## src/rtl/ifetch_unit_if.sv

```systemverilog
// Interfaces for the instruction-fetch unit.
//   ifetch_rom_if  : ROM read bus. master = fetch unit (initiator), slave = ROM.
//     rom_nce (chip enable, active-low), rom_re (read enable), rom_addr[8:0],
//     rom_data[31:0] (valid only while rom_nce=0 and rom_re=1)
//   ifetch_ctrl_if : control/datapath side. master = control FSM / PC logic,
//     slave = fetch unit.
//     fetch_req, pc_wr, pc_next in; ir, pc, pc_plus4, fetch_done, busy, addr_err out
interface ifetch_rom_if;
  logic        rom_nce;
  logic        rom_re;
  logic [8:0]  rom_addr;
  logic [31:0] rom_data;

  modport master (output rom_nce, output rom_re, output rom_addr, input rom_data);
  modport slave  (input rom_nce, input rom_re, input rom_addr, output rom_data);
endinterface

interface ifetch_ctrl_if;
  logic        fetch_req;
  logic        pc_wr;
  logic [31:0] pc_next;
  logic [31:0] ir;
  logic [31:0] pc;
  logic [31:0] pc_plus4;
  logic        fetch_done;
  logic        busy;
  logic        addr_err;

  modport master (output fetch_req, output pc_wr, output pc_next,
                  input ir, input pc, input pc_plus4,
                  input fetch_done, input busy, input addr_err);
  modport slave  (input fetch_req, input pc_wr, input pc_next,
                  output ir, output pc, output pc_plus4,
                  output fetch_done, output busy, output addr_err);
endinterface

```

## src/rtl/ifetch_unit.sv

```systemverilog
// Instruction-fetch bus initiator: owns the PC, runs one fixed-latency ROM read
// per request, latches the word into IR and advances or redirects the PC.
// Ports:
//   clk      : system clock, rising edge
//   nrst     : synchronous active-low reset
//   ctrl_if  : fetch_req / pc_wr / pc_next in; ir / pc / pc_plus4 /
//              fetch_done / busy / addr_err out (all registered except pc_plus4)
//   rom_if   : rom_nce / rom_re / rom_addr out (registered), rom_data in
module ifetch_unit #(
  parameter int unsigned WAIT_STATES = 1,
  parameter logic [31:0] RESET_PC    = 32'h0000_0000
) (
  input  logic         clk,
  input  logic         nrst,
  ifetch_ctrl_if.slave ctrl_if,
  ifetch_rom_if.master rom_if
);

  localparam int unsigned XLEN   = 32;
  localparam int unsigned ADDR_W = 9;
  localparam int unsigned CNT_W  = 3;

  typedef enum logic [1:0] {
    ST_IDLE = 2'd0,
    ST_REQ  = 2'd1,
    ST_DONE = 2'd2
  } state_t;

  state_t              r_state;
  logic [XLEN-1:0]     r_pc;
  logic [XLEN-1:0]     r_ir;
  logic [XLEN-1:0]     r_pend_pc;
  logic                r_pend;
  logic [CNT_W-1:0]    r_cnt;
  logic                r_rom_nce;
  logic                r_rom_re;
  logic [ADDR_W-1:0]   r_rom_addr;
  logic                r_fetch_done;
  logic                r_busy;
  logic                r_addr_err;

  logic                w_pc_bad;
  logic [XLEN-1:0]     w_pc_plus4;

  // PC must be word aligned and inside the 512-byte ROM window.
  assign w_pc_bad   = (r_pc[1:0] != 2'b00) || (r_pc[XLEN-1:ADDR_W] != '0);
  assign w_pc_plus4 = r_pc + XLEN'(4);

  // Fetch FSM with registered bus and status outputs.
  always_ff @(posedge clk) begin
    if (!nrst) begin
      r_state      <= ST_IDLE;
      r_pc         <= RESET_PC;
      r_ir         <= '0;
      r_pend_pc    <= '0;
      r_pend       <= 1'b0;
      r_cnt        <= '0;
      r_rom_nce    <= 1'b1;
      r_rom_re     <= 1'b0;
      r_rom_addr   <= '0;
      r_fetch_done <= 1'b0;
      r_busy       <= 1'b0;
      r_addr_err   <= 1'b0;
    end else begin
      r_fetch_done <= 1'b0;
      r_addr_err   <= 1'b0;
      case (r_state)
        ST_IDLE, ST_DONE: begin
          if (ctrl_if.pc_wr) r_pc <= ctrl_if.pc_next;
          if (ctrl_if.fetch_req && !w_pc_bad) begin
            r_state    <= ST_REQ;
            r_rom_nce  <= 1'b0;
            r_rom_re   <= 1'b1;
            r_rom_addr <= r_pc[ADDR_W-1:0];
            r_cnt      <= CNT_W'(WAIT_STATES);
            r_busy     <= 1'b1;
            // A same-cycle redirect must survive the pc+4 at completion.
            if (ctrl_if.pc_wr) begin
              r_pend    <= 1'b1;
              r_pend_pc <= ctrl_if.pc_next;
            end
          end else begin
            r_state <= ST_IDLE;
            if (ctrl_if.fetch_req) r_addr_err <= 1'b1;
          end
        end
        ST_REQ: begin
          if (r_cnt != '0) begin
            r_cnt <= r_cnt - CNT_W'(1);
            if (ctrl_if.pc_wr) begin
              r_pend    <= 1'b1;
              r_pend_pc <= ctrl_if.pc_next;
            end
          end else begin
            r_ir <= rom_if.rom_data;
            // Redirect on the completing edge beats any older pending target.
            if (ctrl_if.pc_wr)  r_pc <= ctrl_if.pc_next;
            else if (r_pend)    r_pc <= r_pend_pc;
            else                r_pc <= w_pc_plus4;
            r_pend       <= 1'b0;
            r_rom_nce    <= 1'b1;
            r_rom_re     <= 1'b0;
            r_busy       <= 1'b0;
            r_fetch_done <= 1'b1;
            r_state      <= ST_DONE;
          end
        end
        default: begin
          r_state   <= ST_IDLE;
          r_rom_nce <= 1'b1;
          r_rom_re  <= 1'b0;
          r_busy    <= 1'b0;
        end
      endcase
    end
  end

  assign rom_if.rom_nce     = r_rom_nce;
  assign rom_if.rom_re      = r_rom_re;
  assign rom_if.rom_addr    = r_rom_addr;
  assign ctrl_if.ir         = r_ir;
  assign ctrl_if.pc         = r_pc;
  assign ctrl_if.pc_plus4   = w_pc_plus4;
  assign ctrl_if.fetch_done = r_fetch_done;
  assign ctrl_if.busy       = r_busy;
  assign ctrl_if.addr_err   = r_addr_err;

endmodule

```

## src/flat_wrapper.sv

```systemverilog
// flat-port wrapper written by rule: the top's interface ports become plain ports
module ifetch_unit_flat 
#(
  parameter int unsigned WAIT_STATES = 1,
  parameter logic [31:0] RESET_PC    = 32'h0000_0000
)
  (clk, nrst, ctrl_if_fetch_req, ctrl_if_pc_wr, ctrl_if_pc_next, ctrl_if_ir, ctrl_if_pc, ctrl_if_pc_plus4, ctrl_if_fetch_done, ctrl_if_busy, ctrl_if_addr_err, rom_if_rom_nce, rom_if_rom_re, rom_if_rom_addr, rom_if_rom_data);
  ifetch_ctrl_if ctrl_if_i ();
  ifetch_rom_if rom_if_i ();
  input  logic clk;
  input  logic nrst;
  input wire logic [$bits(ctrl_if_i.fetch_req)-1:0] ctrl_if_fetch_req;
  input wire logic [$bits(ctrl_if_i.pc_wr)-1:0] ctrl_if_pc_wr;
  input wire logic [$bits(ctrl_if_i.pc_next)-1:0] ctrl_if_pc_next;
  output wire logic [$bits(ctrl_if_i.ir)-1:0] ctrl_if_ir;
  output wire logic [$bits(ctrl_if_i.pc)-1:0] ctrl_if_pc;
  output wire logic [$bits(ctrl_if_i.pc_plus4)-1:0] ctrl_if_pc_plus4;
  output wire logic [$bits(ctrl_if_i.fetch_done)-1:0] ctrl_if_fetch_done;
  output wire logic [$bits(ctrl_if_i.busy)-1:0] ctrl_if_busy;
  output wire logic [$bits(ctrl_if_i.addr_err)-1:0] ctrl_if_addr_err;
  output wire logic [$bits(rom_if_i.rom_nce)-1:0] rom_if_rom_nce;
  output wire logic [$bits(rom_if_i.rom_re)-1:0] rom_if_rom_re;
  output wire logic [$bits(rom_if_i.rom_addr)-1:0] rom_if_rom_addr;
  input wire logic [$bits(rom_if_i.rom_data)-1:0] rom_if_rom_data;
  assign ctrl_if_i.fetch_req = ctrl_if_fetch_req;
  assign ctrl_if_i.pc_wr = ctrl_if_pc_wr;
  assign ctrl_if_i.pc_next = ctrl_if_pc_next;
  assign ctrl_if_ir = ctrl_if_i.ir;
  assign ctrl_if_pc = ctrl_if_i.pc;
  assign ctrl_if_pc_plus4 = ctrl_if_i.pc_plus4;
  assign ctrl_if_fetch_done = ctrl_if_i.fetch_done;
  assign ctrl_if_busy = ctrl_if_i.busy;
  assign ctrl_if_addr_err = ctrl_if_i.addr_err;
  assign rom_if_rom_nce = rom_if_i.rom_nce;
  assign rom_if_rom_re = rom_if_i.rom_re;
  assign rom_if_rom_addr = rom_if_i.rom_addr;
  assign rom_if_i.rom_data = rom_if_rom_data;
  ifetch_unit #(.WAIT_STATES(WAIT_STATES), .RESET_PC(RESET_PC)) u_core (.clk(clk), .nrst(nrst), .ctrl_if(ctrl_if_i), .rom_if(rom_if_i));
endmodule
```

## config.mk

```make
export PLATFORM = sky130hd
export DESIGN_NAME = ifetch_unit_flat
export DESIGN_NICKNAME = d
export VERILOG_FILES = /design/src/rtl/ifetch_unit_if.sv /design/src/rtl/ifetch_unit.sv /design/src/flat_wrapper.sv
export SDC_FILE = /design/constraint.sdc
export NUM_CORES = 1
export LEC_CHECK = 0
export CORE_ASPECT_RATIO = 1.2
export CORE_UTILIZATION = 43
export DETAILED_ROUTE_END_ITERATION = 12
export GPL_ROUTABILITY_DRIVEN = 0
export PLACE_DENSITY = 0.73
export SYNTH_ARGS = -nofsm -noshare
export SYNTH_HDL_FRONTEND = slang
export SYNTH_SLANG_ARGS = --single-unit
```

## constraint.sdc

```tcl
create_clock -name clk -period 1.9 [get_ports clk]
set_input_delay 0.19 -clock clk [delete_from_list [all_inputs] [get_ports clk]]
set_output_delay 0.19 -clock clk [all_outputs]
set_load 0.05 [all_outputs]
```

# After elaboration in Yosys (flattened, before gate mapping)
# Cells that the tools add are included.
# Widths: inputs -> output; s select.
# word_totals
elab_cells	66
reg_bits	115
output_inout_bits	110
input_bits	68
# op_classes
n_addsub	2
n_eq_ne	6
bitwise_logic	3
muxes	27
reduce_logical	17
# ops
op	n
$mux 32	7
$pmux 32 s2	2
$add 32x3->32 const B	1
$reduce_bool 23->1	1
$mux 1	10
$reduce_and 2->1	5
$mux 3	2
$pmux 1 s2	3
$pmux 3 s2	1
$reduce_and 3->1	2
$ne 2x1->1 const B	2
$ne 2x2->1 const B	2
$pmux 2 s2	1
$reduce_bool 2->1	2
$not 1->1	3
$reduce_bool 3->1	1
$reduce_or 3->1	1
$sub 3x1->3 const B	1
$eq 2x1->1 const B	1
$eq 2x2->1 const B	1
$logic_not 2->1	1
$mux 2	1
$reduce_or 2->1	1
$logic_and 1x1->1	1
2 further kinds	2

# Logic depth before layout (Yosys ltp)
# Gate-level depths: netlist (run 1).
# logic_depth
word_depth	6
depth_mapped	9
ltp_nobuf	7

# Least setup slack after synthesis (run 1)
# OpenSTA, ideal clock, no wires.
# synth_timing
path_type	reg-to-output
from	register u_core.r_pc[14], in the netlist u_core.ctrl_if.pc[14]
to	output port ctrl_if_pc_plus4[26]
required_time_ps	1710
stages_incl_launch_ff	7
n_path_buf	2
slack_ps	-867
arrival_time_ps	2577
cell_sequence	dfxtp_1 clkbuf_2 and4_1 clkbuf_2 nand4_1 nor3_1 xor2_1
# synth_via
elab_chain_len	1
# synth_lines
item	line	text
start: declaration	ifetch_unit.sv:30	logic [XLEN-1:0] r_pc;
start signal: assignment	ifetch_unit.sv:69	if (ctrl_if.pc_wr) r_pc <= ctrl_if.pc_next;
start signal: assignment	ifetch_unit.sv:97	if (ctrl_if.pc_wr) r_pc <= ctrl_if.pc_next;
start signal: assignment	ifetch_unit.sv:98	else if (r_pend) r_pc <= r_pend_pc;
$add 32x3->32	ifetch_unit.sv:47	assign w_pc_plus4 = r_pc + XLEN'(4);
end: declaration	flat_wrapper.sv:17	output wire logic [$bits(ctrl_if_i.pc_plus4)-1:0] ctrl_if_pc_plus4;
# No other way between the ends.

# Worst setup path after layout (run 1)
# layout_timing
from	register u_core.r_pc[15], in the netlist u_core.ctrl_if.pc[15]
to	output port ctrl_if_pc_plus4[28]
# The elaborated chain is that of the path after synthesis.

==> run_results.csv, run 1 <==
group,metric,value,unit
routing,wl,21.9,mm
floorplan,boundary_pin_count,178,
power,leakagePower,4.15,nW
critical_path,path_class,"reg2out",
critical_path,crit_path_max_fanout,7,
finish,antenna_cells,0,
power,total_power,0.00679,W
grt,grt_util_all_layers,28.6,%
timing,rsz0062_at_grt,"true",
yosys,avgSynthCellArea,8.08,um2
finish,finish.utilization,78.2,%
yosys,synth_area,5950,um2
critical_path,rr_startpoint,"u_core.ctrl_if.pc[9]$_SDFFE_PN0P_",
cts,clock_sinks,115,
yosys,async_flop_share,0,%
timing,max_clock_freq,442,MHz
min_path,min-delay-path-class,"in2reg",
finish,layout.filler_cells,843,
finish,area_added_between_synthesis_and_finish,75.4,%
cts,holdBufCountCts,0,
cts,ctsHtreeMaxLevel,4,
routing,avgViaCountPerCell,5.77,
floorplan,dieWidth,109,um
yosys,synth-seq-area-share,38.7,%
grt,globalRoute.totalOverflow,0,
grt,antenna_found_initial,0,
yosys,synth_edf_count,0,
floorplan,die_height,131,um
cts,clk_transition_reported_paths,0.06,ns
yosys,ys.warnings.count,0,
cts,cts-buffers-inserted,17,
yosys,ys_ff_latch,115,
yosys,synth_nets,808,
placed_design,dp_hpwl,14.1,mm
finish,final_cells,1180,
placed_design,dp.cells,1097,
cts,clock_latency,0.42,ns
grt,grt_pass1_wl,31.7,mm
timing,worst-slew-pin-transition,0.535,ns
cts,cts_max_path_buffers,2,
finish,flip_flop_and_latch_area,2390,um2
critical_path,timing.critical_path.arrival,2.07,ns
timing,period_needed,2.26,ns
finish,multiInputGateArea,4050,um2
finish,most-common-layout-cells,"sky130_fd_sc_hd__nand2_1 (155), sky130_fd_sc_hd__clkdlybuf4s50_1 (117), sky130_fd_sc_hd__buf_4 (115), sky130_fd_sc_hd__dfxtp_1 (84), sky130_fd_sc_hd__nand3_1 (49)",
power,power-per-cell-area,650,nW/um2
floorplan,initial_utilization,44.6,%
routing,detailedRoute.firstPassIterationCount,5,
cts,cts-root-buf,"sky130_fd_sc_hd__clkbuf_16",
routing,antenna_violating_nets_post_route,0,
timing,skew,0.00591,ns
finish,most_frequent_standard_cell_in_the_layout_excluding_fill_and_tap_cells,"sky130_fd_sc_hd__nand2_1",
finish,drive_above_1_share,35.3,%
yosys,synth_flop_cell,"sky130_fd_sc_hd__dfxtp_1",
grt,first_global_vias,6397,
placed_design,post-place-ws,-0.202,ns
timing,finalCritPeriodShare,119,%
outcome,outcome,"finished with violations",
critical_path,cp.required,1.71,ns
floorplan,fp-row-count,46,
routing,drt_drc_violations_left,0,
timing,setup_slack,-0.362,ns
routing,drt_iter0_markers,576,
critical_path,setup.worst_path.end_class,"primary output",
floorplan,floorplan.core_area,13400,um2
timing,max-slew-margin-rel,64.2,%
timing,finalSetupViolCount,62,
power,max-vdd-ir-drop,0.609,mV
critical_path,cp_startpoint_kind,"flip-flop",
placed_design,portBuffers,177,
finish,fin_nets,1070,
cts,cts_tree,"yes",
grt,grt_start_max_net_pins,83,
yosys,synth_cells,737,
min_path,min_from,"nrst",
routing,detail_route.wl_per_cell,18.5,um
timing,finalHoldViolCount,0,
run,max_cap_violations,0,
timing,smallest_hold_slack,0.180,ns
critical_path,worstSetupStartpoint,"u_core.ctrl_if.pc[15]$_SDFFE_PN0P_",
routing,vias,6811,
floorplan,die_outline_area,14300,um2
timing,final-max-slew-violation-count,0,
yosys,post_synth_num_cell_types,60,
outcome,violations,"negative setup slack",
[power by group]
| group | internal (W) | total [W] | switching (W) |
|---|---|---|---|
| Sequential | 0.00245 | 0.00252 | 0.0000639 |
| Combinational | 0.000572 | 0.00129 | 0.000713 |
| Clock | 0.00179 | 0.00299 | 0.00120 |
[flip-flops by register name, summed over array words and instances, names as in the netlist]
signal	flops
u_core.ctrl_if.ir	32
u_core.ctrl_if.pc	32
u_core.r_pend_pc	32
u_core.rom_if.rom_addr	9
u_core.r_cnt	3
u_core.r_state	2
u_core.ctrl_if.addr_err	1
u_core.ctrl_if.fetch_done	1
u_core.r_pend	1
u_core.rom_if.rom_nce	1
u_core.rom_if.rom_re	1
[path summary, 6_finish.rpt]
kind                                                           end  slack (ns)  cells after the start
worst min register to register    u_core.r_pend_pc[5]$_SDFFE_PN0P_        0.45                      2
worst max-delay path                          ctrl_if_pc_plus4[28]       -0.36                      6
worst max register to register   u_core.r_pend_pc[14]$_SDFFE_PN0P_       -0.17                     10
worst min-delay path            u_core.ctrl_if.pc[16]$_SDFFE_PN0P_        0.18                      3
[cells in the mapped netlist, drive strengths merged (3+ instances only)]
cell type / n / area, um2
dfxtp: 115 / 2300
a21boi: 35 / 263
buf: 23 / 181
or2: 6 / 37.5
ha: 3 / 37.5
o31a: 5 / 43.8
nand3: 69 / 360
nor3: 17 / 96.4
o2bb2ai: 6 / 52.6
xnor2: 13 / 114
o221ai: 4 / 35.0
nand2: 159 / 597
a21oi: 21 / 105
nor4: 13 / 109
clkbuf: 44 / 169
nor3b: 3 / 27.5
o211ai: 11 / 82.6
nor2b: 10 / 62.6
nand4: 10 / 68.8
inv: 7 / 26.3
mux2i: 18 / 180
nor2: 17 / 63.8
xor2: 10 / 87.6
and2: 5 / 31.3
nand2b: 7 / 43.8
and3: 6 / 37.5
o21ai: 67 / 440
and4: 5 / 45.0
and3b: 4 / 35.0
[layer usage]
metal  part of all wire (%)  track usage, %  vias up
met5                      0               0        -
met1                     37            33.8     3198
li1                       -               -     3111
met2                     49            47.0      404
met4                    5.1            16.2        0
met3                    9.0            7.34       98
[stage by stage]
stage	TNS, ns	area [um2]
after floorplan	-2.13	6470
final	-8.93	10400
after global routing	-12.95	10400
after CTS	-4.95	9890
after global placement	-1.62	8980
after detailed placement	-5.10	8980
[timing repair]
item | 4_1_cts | 5_1_grt
endpoints found under the setup margin | 55 | 72
setup buffers | 24 | 22
gates resized for setup | 68 | 56
pin swaps | 32 | 22
gates cloned | 0 | 6
[cells by family (layout without fill, tap and decap cells)]
family | count (synthesis) | in the layout | synth area share, %
DFF | 115 | 115 | 38.7
and+or+nand+nor | 336 | 336 | 27.9
xor gates and xnor gates | 23 | 23 | 3.38
muxes | 18 | 18 | 3.03
adders and majority gates | 3 | 3 | 0.630
buffers and inverters | 74 | 349 | 6.33
AOI/OAI and AO/OA | 168 | 168 | 20.1
[worst max-delay path, cell delays in order, from the launching register on]
cell,delay (ns)
sky130_fd_sc_hd__dfxtp_4,0.38
sky130_fd_sc_hd__and4_4,0.25
sky130_fd_sc_hd__nand4_1,0.14
sky130_fd_sc_hd__buf_6,0.18
sky130_fd_sc_hd__o31a_1,0.30
sky130_fd_sc_hd__or2_4,0.25
sky130_fd_sc_hd__buf_12,0.15
[final cells by class]
| cell class | count | area share [%] |
|---|---|---|
| well taps | 168 | 2.01 |
| inverters | 7 | 0.252 |
| clock buffers | 19 | 4.45 |
| repair buffers | 310 | 30.6 |
| clock inverters | 13 | 0.971 |
| multi-input cells | 548 | 38.8 |
| flip-flops and latches | 115 | 22.9 |
Note: power is estimated with default switching activity, not from simulation.
==> run 2, diff against run 1 <==
--- a/config.mk
+++ b/config.mk
@@ -6,5 +6,5 @@
 export NUM_CORES = 1
 export LEC_CHECK = 0
-export CORE_ASPECT_RATIO = 1.2
+export CORE_ASPECT_RATIO = 1.75
 export CORE_UTILIZATION = 43
 export DETAILED_ROUTE_END_ITERATION = 12
==> constraint.sdc (replaced) <==
create_clock -name clk -period 1.9 [get_ports clk]
set_input_delay 0.38 -clock clk [delete_from_list [all_inputs] [get_ports clk]]
set_output_delay 0.38 -clock clk [all_outputs]
set_load 0.05 [all_outputs]
==> run 2 against run 1 <==
The flow still finishes with violations (negative setup slack). Via count increased by 11%. Global-route usage increased by 6.3 points. Non-clock buffer count increased by 43. Critical endpoint is now ctrl_if_pc_plus4[30]. Largest power group unchanged.
==> run_results.csv, run 2 (synthesized netlist as in run 1, its figures left out) <==
group,metric,value,unit
finish,drive_above_1_share,44.4,%
finish,most_frequent_standard_cell_in_the_layout_excluding_fill_and_tap_cells,"sky130_fd_sc_hd__buf_4",
critical_path,timing.critical_path.arrival,2.11,ns
routing,avgViaCountPerCell,6.14,
cts,cts-root-buf,"sky130_fd_sc_hd__clkbuf_16",
cts,cts-buffers-inserted,17,
outcome,violations,"negative setup slack",
cts,cts_max_path_buffers,2,
critical_path,cp_startpoint_kind,"flip-flop",
finish,fin_nets,1113,
finish,flip_flop_and_latch_area,2380,um2
timing,rsz0062_at_grt,"true",
grt,globalRoute.totalOverflow,0,
finish,finalInstanceArea,11200,um2
critical_path,cp.required,1.52,ns
floorplan,die_height,158,um
cts,clock_sinks,115,
cts,ctsHtreeMaxLevel,4,
outcome,outcome,"finished with violations",
placed_design,placedInstanceArea,9260,um2
critical_path,crit_family,"simple AND/OR/NAND/NOR gates",
grt,grt_util_all_layers,34.9,%
power,max-vdd-ir-drop,0.601,mV
floorplan,floorplan.core_area,13500,um2
grt,first_global_vias,7500,
routing,antenna_violating_nets_post_route,0,
cts,clk_transition_reported_paths,0.06,ns
placed_design,dp_hpwl,15.1,mm
floorplan,dieWidth,91.0,um
cts,cts_tree,"yes",
floorplan,fp-row-count,56,
critical_path,path_class,"reg2out",
grt,grtUsageMet2,62.3,%
timing,max-slew-margin-rel,64.4,%
grt,grt_pass1_wl,38.9,mm
critical_path,crit_chain,"buf_4, nand3_2, nor3_4, buf_6, and4_4, xor2_4, buf_12",
grt,grt_most_used_layer,"met2",
routing,vias,7547,
critical_path,rr_startpoint,"u_core.ctrl_if.pc[9]$_SDFFE_PN0P_",
timing,max_clock_freq,402,MHz
timing,finalHoldViolCount,0,
critical_path,critical-path-slowest-cell,"sky130_fd_sc_hd__dfxtp_4",
finish,layout.filler_cells,720,
routing,drt_drc_violations_left,0,
power,power-per-cell-area,643,nW/um2
critical_path,worstSetupStartpoint,"u_core.ctrl_if.pc[5]$_SDFFE_PN0P_",
routing,detail_route.wl_per_cell,22.6,um
timing,finalCritPeriodShare,131,%
floorplan,initial_utilization,44.3,%
routing,drt_iter0_markers,725,
finish,most-common-layout-cells,"sky130_fd_sc_hd__buf_4 (162), sky130_fd_sc_hd__nand2_1 (154), sky130_fd_sc_hd__dfxtp_1 (84), sky130_fd_sc_hd__clkdlybuf4s50_1 (66), sky130_fd_sc_hd__buf_12 (42)",
cts,clock_latency,0.43,ns
timing,worst-slew-pin-transition,0.537,ns
timing,setup_slack,-0.588,ns
timing,finalSetupViolCount,81,
run,max_cap_violations,0,
timing,smallest_hold_slack,0.316,ns
floorplan,die_outline_area,14300,um2
power,leakagePower,4.61,nW
critical_path,crit_path_max_fanout,5,
critical_path,cp_num_buf_inv,3,
floorplan,boundary_pin_count,178,
critical_path,setup.worst_path.end_class,"primary output",
placed_design,portBuffers,177,
grt,grt_start_max_net_pins,78,
finish,multiInputGateArea,4300,um2
timing,final-max-slew-violation-count,0,
timing,period_needed,2.49,ns
grt,grtUsageMet3,8.36,%
timing,skew,0.0214,ns
min_path,min_from,"nrst",
routing,detailedRoute.firstPassIterationCount,8,
grt,grt_util_met1,36.4,%
finish,area_added_between_synthesis_and_finish,87.9,%
min_path,min-delay-path-class,"in2reg",
routing,wl,27.7,mm
critical_path,critical-path-max-stage-delay,0.37,ns
grt,antenna_found_initial,0,
finish,antenna_cells,0,
-- run 2: changes by cell type in the layout (fill, tap and decap cells not counted), sizes merged --
cell / before / now
clkdlybuf4s50: 117 / 66
dlymetal6s2s: 1 / 0
bufinv: 0 / 1
clkinv: 9 / 4
buf: 167 / 252
dlygate4sd2: 21 / 35
clkbuf: 23 / 20
inv: 9 / 11
clkinvlp: 2 / 3
-- run 2: what timing repair did --
action                     in CTS  in global routing
hold endpoints to repair        0                  0
resized for setup             133                 74
pin swaps                      52                 43
buffers inserted               33                 27
hold buffers                    0                  0
setup endpoints to repair     106                 89
gates cloned                   10                  0
-- run 2: final cells by class --
cell class	instances	share of cell area, %
clock buffers	20	4.28
clock inverters	12	1.07
inverters	7	0.235
multi-input cells	548	38.5
flip-flops and latches	115	21.3
well taps	174	1.95
repair buffers	353	32.7
-- run 2: metal layers --
layer  vias up  share of wire [%]
li1       3196                  -
met1      3549                 33
met2       569                 50
met3       233                8.6
met4         0                8.2
met5         -                  0
-- run 2: worst register-to-register path: stages, from the launching register on --
cell	delay, ns
sky130_fd_sc_hd__dfxtp_4	0.35
sky130_fd_sc_hd__buf_6	0.12
sky130_fd_sc_hd__buf_6	0.10
sky130_fd_sc_hd__buf_6	0.12
sky130_fd_sc_hd__nor4_4	0.39
sky130_fd_sc_hd__nand4_4	0.17
sky130_fd_sc_hd__o32ai_4	0.30
sky130_fd_sc_hd__buf_6	0.17
sky130_fd_sc_hd__buf_12	0.12
sky130_fd_sc_hd__buf_12	0.14
sky130_fd_sc_hd__buf_16	0.15
sky130_fd_sc_hd__o21ai_2	0.07
-- run 2: power breakdown --
| group | internal, W | switching [W] |
|---|---|---|
| registers | 0.00246 | 0.0000638 |
| clock network | 0.00197 | 0.00126 |
| logic | 0.000641 | 0.000804 |
| total | 0.00507 | 0.00212 |
-- run 2: final timing paths --
check             slack (ns)                            endpoint  cells after the start
setup / recovery       -0.59                ctrl_if_pc_plus4[30]                      7
hold / removal          0.32  u_core.rom_if.rom_nce$_SDFFE_PN1P_                      2
setup reg to reg       -0.41   u_core.r_pend_pc[17]$_SDFFE_PN0P_                     11
hold reg to reg         0.46  u_core.ctrl_if.ir[23]$_SDFFE_PN0P_                      2
-- run 2: metrics by stage --
stage,total power (W),instances,setup WS (ns),setup TNS [ns],utilization [%]
floorplan,0.00323,737,-0.460,-5.76,-
global placement,0.00380,1138,-0.243,-13.93,68.9
detailed placement,0.00382,1138,-0.351,-18.69,68.9
CTS,0.00707,1213,-0.505,-20.54,80.7
global route,0.00734,1229,-0.695,-31.49,83.2
finish,0.00720,1229,-0.588,-26.83,83.2
==> run 3, diff against run 2 <==
Settings changed: CORE_UTILIZATION 43 to 51, PLACE_DENSITY 0.73 to 0.82.
Clock period 1.9 ns to 3 ns, I/O delays scaled along.
==> run 3 against run 2 <==
The flow now finishes without violations. First-iteration DRC count fell by 29%. Utilization is 6.7 points lower. Combinational power is 55% lower. Die area is 15% lower. Worst setup slack better by 0.67 ns.
==> run_results.csv, run 3 (synthesized netlist as in run 1, its figures left out) <==
group,metric,value,unit
outcome,outcome,"completed",
floorplan,die_height,145,um
floorplan,fp-row-count,51,
critical_path,timing.critical_path.arrival,2.32,ns
critical_path,critical-path-max-stage-delay,0.52,ns
min_path,min-delay-path-class,"reg2reg",
finish,most_frequent_standard_cell_in_the_layout_excluding_fill_and_tap_cells,"sky130_fd_sc_hd__nand2_1",
critical_path,critical-path-slowest-cell,"sky130_fd_sc_hd__dfxtp_1",
floorplan,initial_utilization,53.0,%
placed_design,portBuffers,177,
run,max_cap_violations,0,
grt,grt_pass1_wl,29.3,mm
timing,finalSetupViolCount,0,
grt,grt_util_all_layers,29.9,%
timing,worst-slew-pin-transition,0.827,ns
routing,detailedRoute.firstPassIterationCount,5,
routing,drt_drc_violations_left,0,
finish,multiInputGateArea,3390,um2
grt,antenna_found_initial,0,
grt,globalRoute.totalOverflow,0,
timing,skew,0.0102,ns
routing,detail_route.wl_per_cell,17.7,um
power,max-vdd-ir-drop,0.547,mV
timing,timing.setup.tns,0,ns
routing,vias,6203,
timing,finalHoldViolCount,0,
cts,clk_transition_reported_paths,0.06,ns
finish,fin_nets,965,
critical_path,path_class,"reg2out",
finish,finalInstanceArea,8590,um2
cts,ctsHtreeMaxLevel,4,
critical_path,cp.required,2.40,ns
power,power_switching_share,27.5,%
routing,drt_iter0_markers,515,
placed_design,placedInstanceArea,7910,um2
floorplan,dieWidth,83.7,um
cts,holdBufCountCts,0,
placed_design,dp.cells,1005,
power,power-per-cell-area,505,nW/um2
finish,most-common-layout-cells,"sky130_fd_sc_hd__nand2_1 (157), sky130_fd_sc_hd__clkdlybuf4s50_1 (150), sky130_fd_sc_hd__dfxtp_1 (111), sky130_fd_sc_hd__nand3_1 (66), sky130_fd_sc_hd__buf_4 (40)",
routing,antenna_violating_nets_post_route,0,
finish,antenna_cells,0,
finish,flip_flop_and_latch_area,2310,um2
floorplan,die_outline_area,12100,um2
timing,max-slew-margin-rel,44.8,%
cts,cts_max_path_buffers,2,
floorplan,boundary_pin_count,178,
power,power.share.clock,47.8,%
timing,max_clock_freq,342,MHz
critical_path,crit_chain,"and4_1, nand2_2, o31a_1, or2_2, buf_4",
routing,wl,18.3,mm
critical_path,worstRegToRegCells,4,
timing,final-max-slew-violation-count,0,
critical_path,crit_path_max_fanout,8,
power,leakagePower,3.19,nW
timing,finalCritPeriodShare,97.4,%
cts,cts-buffers-inserted,17,
cts,clock_sinks,115,
power,internal-power,0.00314,W
timing,smallest_hold_slack,0.451,ns
critical_path,setup.worst_path.end_class,"primary output",
finish,layout.filler_cells,803,
routing,avgViaCountPerCell,5.98,
grt,grt_start_max_net_pins,123,
cts,clock_latency,0.41,ns
cts,cts_tree,"yes",
critical_path,cp_startpoint_kind,"flip-flop",
floorplan,floorplan.core_area,11200,um2
placed_design,dp_hpwl,12.8,mm
min_path,hold-path-cell-count,2,
power,seq_power_share,37.2,%
power,power_share_of_the_combinational_group,15.0,%
finish,area_added_between_synthesis_and_finish,44.2,%
finish,final_cells,1038,
grt,first_global_vias,6015,
timing,period_needed,2.92,ns
power,p_sw,0.00119,W
finish,drive_above_1_share,16.6,%
cts,cts-root-buf,"sky130_fd_sc_hd__clkbuf_16",
[run 3: changes by cell type in the layout (fill, tap and decap cells not counted), moves of 16 or more]
cell,delta
sky130_fd_sc_hd__dfxtp_4,-17
sky130_fd_sc_hd__nand3_1,+34
sky130_fd_sc_hd__dfxtp_1,+27
sky130_fd_sc_hd__buf_4,-122
sky130_fd_sc_hd__clkdlybuf4s50_1,+84
sky130_fd_sc_hd__dlygate4sd2_1,-35
sky130_fd_sc_hd__nand3_2,-18
sky130_fd_sc_hd__buf_6,-39
sky130_fd_sc_hd__buf_12,-28
sky130_fd_sc_hd__nand3_4,-16
[run 3: power by group through the flow]
stage                     Combinational, W  Clock (W)  Sequential, W
after floorplan                   0.000279          0        0.00173
after global placement            0.000638          0        0.00164
after detailed placement          0.000643          0        0.00164
after CTS                         0.000647    0.00208        0.00161
after global routing              0.000678    0.00215        0.00162
final                             0.000651    0.00207        0.00161
[run 3: worst paths after layout]
check | start | to | slack, ns
hold reg to reg | u_core.r_pend_pc[1]$_SDFFE_PN0P_ | u_core.r_pend_pc[1]$_SDFFE_PN0P_ | 0.45
hold / removal | u_core.r_pend_pc[1]$_SDFFE_PN0P_ | u_core.r_pend_pc[1]$_SDFFE_PN0P_ | 0.45
setup reg to reg | u_core.r_state[0]$_SDFFE_PN0N_ | u_core.ctrl_if.pc[17]$_SDFFE_PN0P_ | 0.86
setup / recovery | u_core.ctrl_if.pc[7]$_SDFFE_PN0P_ | ctrl_if_pc_plus4[25] | 0.08
[run 3: metal layers]
| layer | GRT usage (%) | part of all wire (%) | up-vias |
|---|---|---|---|
| li1 | - | - | 2901 |
| met1 | 32.1 | 36 | 2892 |
| met2 | 52.4 | 51 | 357 |
| met3 | 6.77 | 8.3 | 53 |
| met4 | 18.1 | 3.9 | 0 |
| met5 | 0 | 0 | - |
[run 3: cell type report]
class / count / area share [%]
multi-input combinational: 548 / 39.5
sequential: 115 / 26.9
timing repair buffer: 205 / 24.4
clock buffer: 17 / 4.95
clock inverter: 14 / 2.08
tap: 132 / 1.92
inverter: 7 / 0.306
[run 3: timing repair]
action | 4_1_cts | 5_1_grt
setup endpoints to repair | 6 | 12
gates resized for setup | 3 | 12
setup buffers | 1 | 1
hold endpoints to repair | 0 | 0
pin swaps | 1 | 1
[run 3: metrics by stage]
step,setup WS [ns],power [W],util (%)
CTS,0.0141,0.00433,76.0
finish,0.0776,0.00433,76.4
global placement,0.402,0.00228,70.4
floorplan,0.0178,0.00200,-
detailed placement,0.264,0.00229,70.4
global route,-0.0427,0.00444,76.4
[run 3: critical path, delay by kind of cell (launching register included)]
kind | cells | cell delay (ns)
flip-flops | 1 | 0.52
buffers and inverters | 1 | 0.19
AND/OR/NAND/NOR | 3 | 0.83
AO/OA/AOI/OAI | 1 | 0.37
